[src/rtl/fetch_pc_dreg.sv]
// PC select/predict and F/D pipeline register around the FETCH stage.
// Feeds f_pc to FETCH and captures FETCH outputs into the D register.
module fetch_pc_dreg #(
    parameter logic [63:0] RESET_PC = 64'h0,
    parameter int          CNT_W    = 32
) (
    input  logic             clk,
    input  logic             rst,
    input  logic             F_stall,
    input  logic             D_stall,
    input  logic             D_bubble,
    input  logic [3:0]       M_icode,
    input  logic             M_Cnd,
    input  logic [63:0]      M_valA,
    input  logic [3:0]       W_icode,
    input  logic [63:0]      W_valM,
    input  logic [3:0]       f_icode,
    input  logic [3:0]       f_ifun,
    input  logic [3:0]       f_rA,
    input  logic [3:0]       f_rB,
    input  logic [63:0]      f_valC,
    input  logic [63:0]      f_valP,
    input  logic             f_instr_valid,
    input  logic             f_imem_error,
    output logic [63:0]      f_pc,
    output logic [63:0]      F_predPC,
    output logic [2:0]       D_stat,
    output logic [3:0]       D_icode,
    output logic [3:0]       D_ifun,
    output logic [3:0]       D_rA,
    output logic [3:0]       D_rB,
    output logic [63:0]      D_valC,
    output logic [63:0]      D_valP,
    output logic             fetch_halted,
    output logic [CNT_W-1:0] fetch_cnt
);

    localparam logic [3:0] I_HALT = 4'h0;
    localparam logic [3:0] I_NOP  = 4'h1;
    localparam logic [3:0] I_JXX  = 4'h7;
    localparam logic [3:0] I_CALL = 4'h8;
    localparam logic [3:0] I_RET  = 4'h9;
    localparam logic [3:0] R_NONE = 4'hF;

    localparam logic [2:0] S_AOK = 3'd1;
    localparam logic [2:0] S_HLT = 3'd2;
    localparam logic [2:0] S_ADR = 3'd3;
    localparam logic [2:0] S_INS = 3'd4;

    logic        mispredict;
    logic        ret_seen;
    logic        correction;
    logic [2:0]  f_stat;
    logic [63:0] pred_next;
    logic        d_load;
    logic        pred_load;

    assign mispredict = (M_icode == I_JXX) && !M_Cnd;
    assign ret_seen   = (W_icode == I_RET);
    assign correction = mispredict || ret_seen;

    always_comb begin
        f_pc = F_predPC;
        if (mispredict)
            f_pc = M_valA;
        else if (ret_seen)
            f_pc = W_valM;
    end

    always_comb begin
        f_stat = S_AOK;
        if (f_imem_error)
            f_stat = S_ADR;
        else if (!f_instr_valid)
            f_stat = S_INS;
        else if (f_icode == I_HALT)
            f_stat = S_HLT;
    end

    assign pred_next = (f_icode == I_JXX || f_icode == I_CALL) ? f_valC : f_valP;

    // A correction restarts fetch on the right path even after a halt.
    assign pred_load = !F_stall && (!fetch_halted || correction);
    assign d_load    = !D_stall && !D_bubble;

    always_ff @(posedge clk or posedge rst) begin
        if (rst)
            F_predPC <= RESET_PC;
        else if (pred_load)
            F_predPC <= pred_next;
    end

    always_ff @(posedge clk or posedge rst) begin
        if (rst) begin
            D_stat  <= S_AOK;
            D_icode <= I_NOP;
            D_ifun  <= 4'h0;
            D_rA    <= R_NONE;
            D_rB    <= R_NONE;
            D_valC  <= 64'h0;
            D_valP  <= 64'h0;
        end else if (D_stall) begin
            D_stat  <= D_stat;
        end else if (D_bubble) begin
            D_stat  <= S_AOK;
            D_icode <= I_NOP;
            D_ifun  <= 4'h0;
            D_rA    <= R_NONE;
            D_rB    <= R_NONE;
            D_valC  <= 64'h0;
            D_valP  <= 64'h0;
        end else begin
            D_stat  <= f_stat;
            D_icode <= f_imem_error ? I_NOP : f_icode;
            D_ifun  <= f_imem_error ? 4'h0 : f_ifun;
            D_rA    <= f_rA;
            D_rB    <= f_rB;
            D_valC  <= f_valC;
            D_valP  <= f_valP;
        end
    end

    // Clear beats set: a halt captured on a squashed path is discarded.
    always_ff @(posedge clk or posedge rst) begin
        if (rst) begin
            fetch_halted <= 1'b0;
            fetch_cnt    <= '0;
        end else begin
            if (correction)
                fetch_halted <= 1'b0;
            else if (d_load && f_stat != S_AOK)
                fetch_halted <= 1'b1;
            if (d_load)
                fetch_cnt <= fetch_cnt + {{(CNT_W-1){1'b0}}, 1'b1};
        end
    end

endmodule

[config.mk]
export PLATFORM = sky130hd
export DESIGN_NAME = fetch_pc_dreg
export DESIGN_NICKNAME = d
export VERILOG_FILES = /design/src/rtl/fetch_pc_dreg.sv
export SDC_FILE = /design/constraint.sdc
export NUM_CORES = 1
export LEC_CHECK = 0
export ABC_CLOCK_PERIOD_IN_PS = 17200
export CAP_MARGIN = 25
export CORE_AREA = 4 4 233 235
export CTS_BUF_LIST = sky130_fd_sc_hd__clkbuf_4 sky130_fd_sc_hd__clkbuf_8
export DETAILED_ROUTE_END_ITERATION = 7
export DIE_AREA = 0 0 237 239
export DONT_BUFFER_PORTS = 1
export PLACE_DENSITY = 0.43
export REMOVE_ABC_BUFFERS = 1
export SYNTH_ARGS = -nofsm -noshare
export SYNTH_HDL_FRONTEND = slang
export SYNTH_SLANG_ARGS = --single-unit
[constraint.sdc]
create_clock -name clk -period 17.2 [get_ports clk]
set_clock_uncertainty 0.05 [all_clocks]
set_input_delay 3.44 -clock clk [delete_from_list [all_inputs] [get_ports clk]]
set_output_delay 3.44 -clock clk [all_outputs]
set_load 0.005 [all_outputs]
* Word level (Yosys, flattened, before mapping)
Cells that the tools add are included.
** Word-level totals
- Bits in registers :: 244
- Bits of input ports :: 288
- Output and inout bits :: 308
- Word-level logic and storage cells :: 47
** Cells by class
- Add/subtract/negate cells :: 1
- Equal/unequal tests :: 5
- Mux-type cells :: 17
- Reduce and logical (&&, ||, !) cells :: 14
** Operator list (number)
- $mux 64 :: 5
- $add 32x1->32 const B :: 1
- $mux 4 :: 6
- $mux 3 :: 3
- $eq 4x3->1 const B :: 2
- $eq 4x4->1 const B :: 2
- $logic_not 1->1 :: 5
- $logic_and 1x1->1 :: 4
- $logic_not 4->1 :: 1
- $logic_or 1x1->1 :: 3
- $ne 3x1->1 const B :: 1
- $mux 1 :: 2
- $mux 2 :: 1
- $reduce_bool 2->1 :: 1

* Depth between registers and ports, before layout
Gate-level depths: netlist (run 1).
- Depth after elaboration :: 8
- Gate-level depth with buffers :: 7

* Least setup slack after synthesis (run 1)
Ideal clock, no wire load.
- Kind :: in2out
- Start point :: in W_icode[2]
- End point :: out f_pc[14]
- Arrival :: 4.504 ns
- Data required time :: 13.710 ns
- Slack :: 9.206 ns
- Cell stages on the path :: 5
- Path buffers :: 2
- Cell sequence :: and4bb_2 > buf_2 > buf_2 > mux2i_1 > a21oi_1
** Between the ends
- Cells in the longest elaborated chain, start to end :: 3
** Ends and longest elaborated chain
- start: declaration :: line 15 : input logic [3:0] W_icode,
- $eq 4x4->1 :: line 59 : assign ret_seen = (W_icode == I_RET);
- $mux 64 :: line 66 : else if (ret_seen)
- $mux 64 :: line 64 : if (mispredict)
- end: declaration :: line 25 : output logic [63:0] f_pc,
No other way between the ends.

* Final worst setup path (run 1)
- Start point :: in W_icode[2]
- End point :: out f_pc[35]
The elaborated chain is that of the path after synthesis.

==> results of run 1 <==
==> synthesized netlist by cell type (all sizes together) <==
cell type	number
a22o	135
xor2	10
and4bb	2
nor2b	1
clkbuf	50
dfrtp	234
o21ai	10
nor2	147
o41ai	1
xnor2	21
nand3	10
or2	1
and3	4
and2	3
buf	25
nand4	8
mux2i	128
ha	1
a221oi	1
a31oi	1
nor4	1
o31ai	1
and4	6
nand2	29
a21oi	132
nor3	5
dfstp	10
inv	4
==> worst max-delay path, cell delays in order <==
cell	delay [ns]
and4bb_4	0.82
buf_4	0.65
mux2i_1	0.33
a21oi_1	0.12
==> flip-flops by register name (all words and copies together) (netlist names) <==
register,count
D_rA,4
fetch_cnt,32
D_ifun,4
F_predPC,64
D_rB,4
D_stat,3
D_valC,64
D_icode,4
D_valP,64
fetch_halted,1
==> layout make-up <==
| cell class | instances | area [um^2] | area share [%] |
|---|---|---|---|
| Timing Repair Buffer | 10 | 75.1 | 0.598 |
| Tap cell | 688 | 861 | 6.86 |
| Sequential cell | 244 | 6120 | 48.7 |
| Multi-Input combinational cell | 658 | 4520 | 36.0 |
| Clock inverter | 8 | 70.1 | 0.558 |
| Inverter | 4 | 22.5 | 0.179 |
| Antenna cell | 1 | 2.50 | 0.0199 |
| Clock buffer | 71 | 890 | 7.09 |
==> layout by cell type (no fill, tap or decap), types with 2 or more instances in the layout <==
master / instances
and4_1: 5
clkinv_2: 5
a22o_1: 135
nand2_1: 28
nand3_1: 10
inv_1: 3
and3_2: 2
buf_4: 10
o21ai_0: 10
a21oi_1: 130
xor2_1: 10
clkbuf_4: 14
clkinvlp_4: 2
dfstp_2: 10
nor2_1: 146
xnor2_1: 21
and2_1: 3
nand4_2: 3
nand4_1: 5
nor3_1: 3
dfrtp_1: 234
clkbuf_8: 57
mux2i_1: 128
a21oi_4: 2
==> power breakdown <==
group | switching, uW | leakage [uW] | internal [uW]
clock network | 252 | 0.000508 | 342
logic | 110 | 0.00212 | 87.9
registers | 99.8 | 0.00305 | 654
==> worst min-delay path by stage <==
stage / endpoint / depth (start not counted) / slack [ns]
after floorplan: D_icode[0]$_DFFE_PP1N_ / 2 / 0.41
after global placement: D_icode[0]$_DFFE_PP1N_ / 2 / 0.43
after detailed placement: D_icode[0]$_DFFE_PP1N_ / 2 / 0.43
after CTS: D_icode[0]$_DFFE_PP1N_ / 2 / 0.44
after global routing: fetch_cnt[31]$_DFFE_PP0P_ / 1 / 0.48
final: D_icode[0]$_DFFE_PP1N_ / 2 / 0.44
==> layer usage <==
metal  routed length, um  part of all wire, %
met1               14900                   38
met4                1150                  2.9
met2               19600                   50
met5                  13                0.033
met3                3650                  9.3
==> cells by family (layout without fill, tap and decap cells) <==
| group | count (synthesis) | in the layout | share of synthesized area [%] |
|---|---|---|---|
| compound gates | 281 | 281 | 17.6 |
| flops | 244 | 244 | 55.9 |
| simple gates | 217 | 217 | 9.02 |
| mux | 128 | 128 | 11.7 |
| buf+inv | 79 | 93 | 3.18 |
| xor+xnor | 31 | 31 | 2.48 |
| fa+ha+maj | 1 | 1 | 0.114 |
| other cells | 0 | 1 | 0 |
==> per-stage QoR <==
| step | setup WS (ns) | utilization (%) | std cells | area, um^2 |
|---|---|---|---|---|
| floorplan | 6.18 | - | 906 | 10600 |
| global placement | 8.28 | 22.2 | 1604 | 11600 |
| detailed placement | 8.22 | 22.2 | 1604 | 11600 |
| CTS | 8.23 | 24.0 | 1683 | 12600 |
| global route | 8.17 | 24.0 | 1684 | 12600 |
| finish | 8.24 | 24.0 | 1684 | 12600 |
==> impl_metrics.ini, run 1 <==
[setup_path]
r2r_end = F_predPC[27]$_DFFE_PP0P_
rr_worst_depth = 7
critPathCapture = f_pc[35]
startpoint_type = input port
critPathRequiredTime_ns = 13.71
setup.worst_path.end_class = output port
cp_max_fo = 35
r2r_start = fetch_halted$_DFFE_PP0P_
cp_data_arrival_time_ns = 5.47
crit_start = W_icode[2]
crit_type = input port to output port
r2r_slack_ns = 14.71

[sta]
rsz0062_at_grt = no
post-route-period-util_pct = 52.1
fmax_mhz = 112
finalSetupTns_ns = 0
hold_viol_final = 0
worst_pin_slew_ns = 0.891
max_slew_margin_pct = 40.6
timing.final.crit_period_ns = 8.96
drv_slew = 0
fin_hold_ws_ns = 0.437
setup_viol = 0

[global_route]
grt_pass1_wl_mm = 56.6
grtUsageMet3_pct = 4.68
grt_max_degree = 158
grt_usage_pct = 12.9
grt_pass1_vias = 8306
met1_usage_pct = 14.8
gr-usage-met2_pct = 22.1
top_usage_layer = met2
grt_antenna_before_repair = 3
grt_overflow = 0

[floorplan]
core-area_mm2 = 0.0522
pin_count = 596
die_h_um = 239
initial_core_util_pct = 20.9
rows = 84
die_x_um = 237
die-area_mm2 = 0.0566

[cts]
root_buffer = clkbuf_8
clock-sinks = 244
ctsResizeCount = 0
cts_made_buffers = 44
cts_max_path_buffers = 3
cts_hold_buffers = 0
htreeDepth = 2
cts_tree = built
clock_latency_ns = 0.57
cts_post_setup_buffers_inserted = 0
path_clk_slew_ns = 0.06

[placement]
hpwlAfterDp_mm = 27.1
io_buffers = 0
gp_congestion = 0.763

[drt]
via_per_inst = 4.69
wirelength_mm = 39.2
drcViolationCount = 0
dr.pass1.iters = 4
wl_per_cell_um = 23.3
antenna_left = 0
drt_iter0_markers = 278
vias = 7893

[flow_run]
drv_cap = 0

[worst_hold_path]
worstHoldStart = D_icode[0]$_DFFE_PP1N_
hold_class = flop to flop

[power]
irDropWorstVdd_uv = 45.7
p_leak_uw = 0.00568
p_per_area_mw_per_mm2 = 123
power.total_uw = 1550

[finish]
drive_gt1_share_pct = 11.7
nets = 1251
syn_to_final_growth_pct = 14.7
fillers = 5557

[synthesis]
ys_ff_latch = 244
synth.top_cell.area_share_pct = 53.5
syn_area_per_cell_um2 = 11.2
synth.distinct_cells = 38
synthTopCellsByArea = dfrtp_1 54%, mux2i_1 12%, a22o_1 11%, a21oi_1 6.0%, nor2_1 5.0%
ys.warnings.count = 0
syn-cell-area_mm2 = 0.0109
synth_cells = 981
yosys.area.top_type = dfrtp_1
seq_area_frac_synth_pct = 55.9

[outcome]
status = finished, final reports clean
Power figures use the tool's default switching activity.
==> run 2, diff against run 1 <==
- ABC_CLOCK_PERIOD_IN_PS: 17200 -> 9200
- clock period: 17.2 -> 9.2 ns (I/O delays scaled with it)
==> impl_metrics.ini, run 2 (same netlist as run 1, synthesis figures left out) <==
[setup_path]
setup.worst_path.end_class = output port
crit_chain = and4bb_4 -> buf_4 -> mux2i_1 -> a21oi_1
critPathCapture = f_pc[2]
rr_worst_depth = 7
cp_max_fo = 35
crit_type = input port to output port
crit_cells = 4
r2r_slack_ns = 6.75
startpoint_type = input port
critical_path.slowest_cell = and4bb_4
r2r_end = F_predPC[49]$_DFFE_PP0P_
cp_data_arrival_time_ns = 3.89
critPathRequiredTime_ns = 7.31
cp_num_buf_inv = 1
crit_start = W_icode[2]
cpPeakStageDelay_ns = 0.81
cp_top_family = simple AND/OR/NAND/NOR gates
r2r_start = fetch_halted$_DFFE_PP0P_

[power]
p_per_area_mw_per_mm2 = 234
seqPwrFrac_pct = 47.7
power.switching_uw = 880
internal-power_uw = 2080
p_clk_share_pct = 39.8
swShare_pct = 29.8
power.total_uw = 2960
combPwrFrac_pct = 12.5
p_leak_uw = 0.00572
irDropWorstVdd_uv = 84.0

[cts]
root_buffer = clkbuf_8
cts_tree = built
cts_post_setup_buffers_inserted = 0
cts_made_buffers = 46
ctsResizeCount = 0
path_clk_slew_ns = 0.05
htreeDepth = 2
clock-sinks = 244
clock_latency_ns = 0.60
cts_hold_buffers = 0
cts_max_path_buffers = 3

[sta]
worst_pin_slew_ns = 0.880
max_slew_margin_pct = 41.4
layout_setup_ws_ns = 3.42
finalSetupTns_ns = 0
setup_viol = 0
drv_slew = 0
hold_viol_final = 0
post-route-period-util_pct = 62.8
fmax_mhz = 173
timing.final.crit_period_ns = 5.78
rsz0062_at_grt = no

[flow_run]
drv_cap = 0

[floorplan]
die_x_um = 237
die_h_um = 239
rows = 84
core-area_mm2 = 0.0522
pin_count = 596
die-area_mm2 = 0.0566
initial_core_util_pct = 20.9

[global_route]
grt_pass1_wl_mm = 56.2
grt_antenna_before_repair = 5
grt_overflow = 0
grt_pass1_vias = 8145
grt_max_degree = 158
grt_usage_pct = 12.9

[finish]
final_common_cell = dfrtp_1
finalNonFillerCells = 1691
syn_to_final_growth_pct = 15.4
top_regs = D_valC x64, D_valP x64, F_predPC x64
final_area_mm2 = 0.0126
nets = 1254
drive_gt1_share_pct = 12.3
layout_common_cells = 234 x dfrtp_1, 146 x nor2_1, 135 x a22o_1

[drt]
vias = 7789
drcViolationCount = 0
drt_iter0_markers = 343
dr.pass1.iters = 4
via_per_inst = 4.61
antenna_left = 0
wirelength_mm = 39.1
wl_per_cell_um = 23.1

[placement]
io_buffers = 0
preCtsSetupSlack_ns = 3.39
hpwlAfterDp_mm = 27.2
place_inst = 1605
gp_congestion = 0.761
dpl-instance-area_mm2 = 0.0116

[worst_hold_path]
hold_class = flop to flop
hold_depth = 2

[outcome]
status = finished, final reports clean
==> run 2: how the worst min path moves through the flow <==
stage | start | end | slack (ns)
global route | D_rA[2]$_DFFE_PP1N_ | D_rA[2]$_DFFE_PP1N_ | 0.48
finish | D_icode[0]$_DFFE_PP1N_ | D_icode[0]$_DFFE_PP1N_ | 0.44
CTS | D_icode[0]$_DFFE_PP1N_ | D_icode[0]$_DFFE_PP1N_ | 0.45
global placement | D_icode[0]$_DFFE_PP1N_ | D_icode[0]$_DFFE_PP1N_ | 0.43
floorplan | D_icode[0]$_DFFE_PP1N_ | D_icode[0]$_DFFE_PP1N_ | 0.41
detailed placement | D_icode[0]$_DFFE_PP1N_ | D_icode[0]$_DFFE_PP1N_ | 0.44
==> run 2: per-stage QoR <==
| step | hold WS [ns] | util [%] |
|---|---|---|
| 2_1_floorplan | 0.405 | - |
| 3_3_place_gp | 0.433 | 22.2 |
| 3_5_place_dp | 0.439 | 22.2 |
| 4_1_cts | 0.448 | 24.2 |
| 5_1_grt | 0.478 | 24.2 |
| 6_report | 0.441 | 24.2 |
==> run 2: tightest hold or removal path: stages (launching register included) <==
cell and delay [ns]:
dfstp_2 0.38, inv_1 0.05, a21oi_1 0.06
==> run 2: final cells by class <==
class | count | area [um^2]
Timing Repair Buffer | 11 | 82.6
Multi-Input combinational cell | 658 | 4520
Clock buffer | 75 | 920
Sequential cell | 244 | 6120
Clock inverter | 10 | 109
Fill cell | 5603 | 39600
Inverter | 4 | 22.5
Tap cell | 688 | 861
Antenna cell | 1 | 2.50
==> run 2: per-layer routing <==
layer / global-route usage (%) / routed length (um) / up-vias
met5: 0 / 21 / -
met4: 4.14 / 928 / 4
met3: 4.89 / 3670 / 62
met2: 21.7 / 19100 / 384
met1: 15.2 / 15300 / 3836
li1: - / - / 3503
==> run 2: power groups by stage <==
stage | sequential [uW] | clock (uW) | combinational, uW
floorplan | 1350 | 0 | 317
global placement | 1440 | 0 | 371
detailed placement | 1430 | 0 | 377
CTS | 1420 | 1220 | 378
global route | 1430 | 1280 | 423
finish | 1410 | 1180 | 370
==> run 3, diff against run 2 <==
- ABC_CLOCK_PERIOD_IN_PS: 9200 -> 4900
- CORE_AREA: 4 4 233 235 -> 4 4 229 231
- DIE_AREA: 0 0 237 239 -> 0 0 233 235
- PLACE_DENSITY: 0.43 -> 0.45
- clock period: 9.2 -> 4.9 ns (I/O delays scaled with it)
==> impl_metrics.ini, run 3 (same netlist as run 1, synthesis figures left out) <==
[finish]
top_regs = D_valC x64, D_valP x64, F_predPC x64
fillers = 5360
drive_gt1_share_pct = 11.8
nets = 1253
syn_to_final_growth_pct = 14.5
final_common_cell = dfrtp_1
layout_common_cells = 234 x dfrtp_1, 146 x nor2_1, 135 x a22o_1

[floorplan]
rows = 82
core-area_mm2 = 0.0501
pin_count = 596
initial_core_util_pct = 21.9
die-area_mm2 = 0.0548
die_h_um = 235
die_x_um = 233

[global_route]
grt_usage_pct = 13.4
grt_pass1_vias = 8288
grt_pass1_wl_mm = 56.6
grt_overflow = 0
grt_antenna_before_repair = 5
grt_max_degree = 158

[setup_path]
critPathRequiredTime_ns = 3.87
crit_type = input port to output port
cp_data_arrival_time_ns = 2.61
rr_worst_depth = 5
startpoint_type = input port
cp_max_fo = 85
setup.worst_path.end_class = output port

[placement]
gp_congestion = 0.803
hpwlAfterDp_mm = 28.5
io_buffers = 0

[drt]
wl_per_cell_um = 23.3
drt_iter0_markers = 293
drcViolationCount = 0
dr.pass1.iters = 6
wirelength_mm = 39.0
via_per_inst = 4.70
vias = 7862
antenna_left = 0

[flow_run]
drv_cap = 0

[sta]
worst_pin_slew_ns = 1.07
fmax_mhz = 275
drv_slew = 0
finalSetupTns_ns = 0
hold_viol_final = 0
rsz0062_at_grt = no
fin_hold_ws_ns = 0.358
post-route-period-util_pct = 74.2
max_slew_margin_pct = 29.0
timing.final.crit_period_ns = 3.64
setup_viol = 0

[cts]
cts_hold_buffers = 0
cts_max_path_buffers = 3
cts_made_buffers = 45
clock-sinks = 244
cts_tree = built
ctsResizeCount = 0
clock_latency_ns = 0.59
path_clk_slew_ns = 0.06
htreeDepth = 2
root_buffer = clkbuf_8
cts_post_setup_buffers_inserted = 0

[outcome]
status = finished, final reports clean

[worst_hold_path]
hold_class = input port to async pin

[power]
p_per_area_mw_per_mm2 = 422
p_leak_uw = 0.00567
irDropWorstVdd_uv = 171
run 3: cell count changes in the layout (fill, tap and decap cells not counted), sizes merged:
cell and change:
bufinv -2, clkbuf -7, clkinv +4, clkinvlp +1, diode +1, inv -1
run 3: layout make-up:
| type | count | area (um^2) | area share (%) |
|---|---|---|---|
| multi-input cells | 658 | 4520 | 36.0 |
| clock buffers | 68 | 817 | 6.52 |
| flip-flops and latches | 244 | 6120 | 48.8 |
| well taps | 672 | 841 | 6.71 |
| clock inverters | 12 | 67.6 | 0.539 |
| repair buffers | 11 | 145 | 1.16 |
| inverters | 4 | 22.5 | 0.180 |
| diodes | 2 | 5.00 | 0.0399 |
run 3: path summary, 6_finish.rpt:
kind                                     startpoint  slack [ns]                   endpoint
max                                           M_Cnd        1.26                   f_pc[43]
min                                             rst        0.36   fetch_cnt[7]$_DFFE_PP0P_
max reg2reg                fetch_cnt[7]$_DFFE_PP0P_        2.97  fetch_cnt[29]$_DFFE_PP0P_
max in group asynchronous                       rst        3.57     D_valC[45]$_DFFE_PP0N_
min in group clk             D_icode[0]$_DFFE_PP1N_        0.43     D_icode[0]$_DFFE_PP1N_
min reg2reg                  D_icode[0]$_DFFE_PP1N_        0.43     D_icode[0]$_DFFE_PP1N_
run 3: routing by layer:
metal	routed length (um)	GRT usage [%]
met4	1170	4.58
met2	19100	23.0
met3	3680	4.63
met5	20	0
met1	15100	15.5
run 3: report_power, final:
group          switching, uW  leakage, uW  internal, uW
registers                354      0.00305          2300
logic                    396      0.00215           314
clock network            870     0.000475          1060
total                   1620      0.00567          3670
run 3: metrics by stage:
stage	power [uW]	instance area (um^2)	setup WS, ns	std cells	util [%]
after detailed placement	3410	11600	1.31	1589	23.3
after CTS	5400	12500	1.30	1669	25.0
after floorplan	3130	10600	-3.66	906	-
final	5290	12500	1.26	1671	25.0
after global routing	5610	12500	1.16	1671	25.0
after global placement	3400	11600	1.34	1589	23.3
run 3: worst max-delay path: stages:
cell      delay (ns)
and4bb_2        0.24
nand2_4         0.40
buf_12          0.37
nor2_1          0.08
a21oi_1         0.37
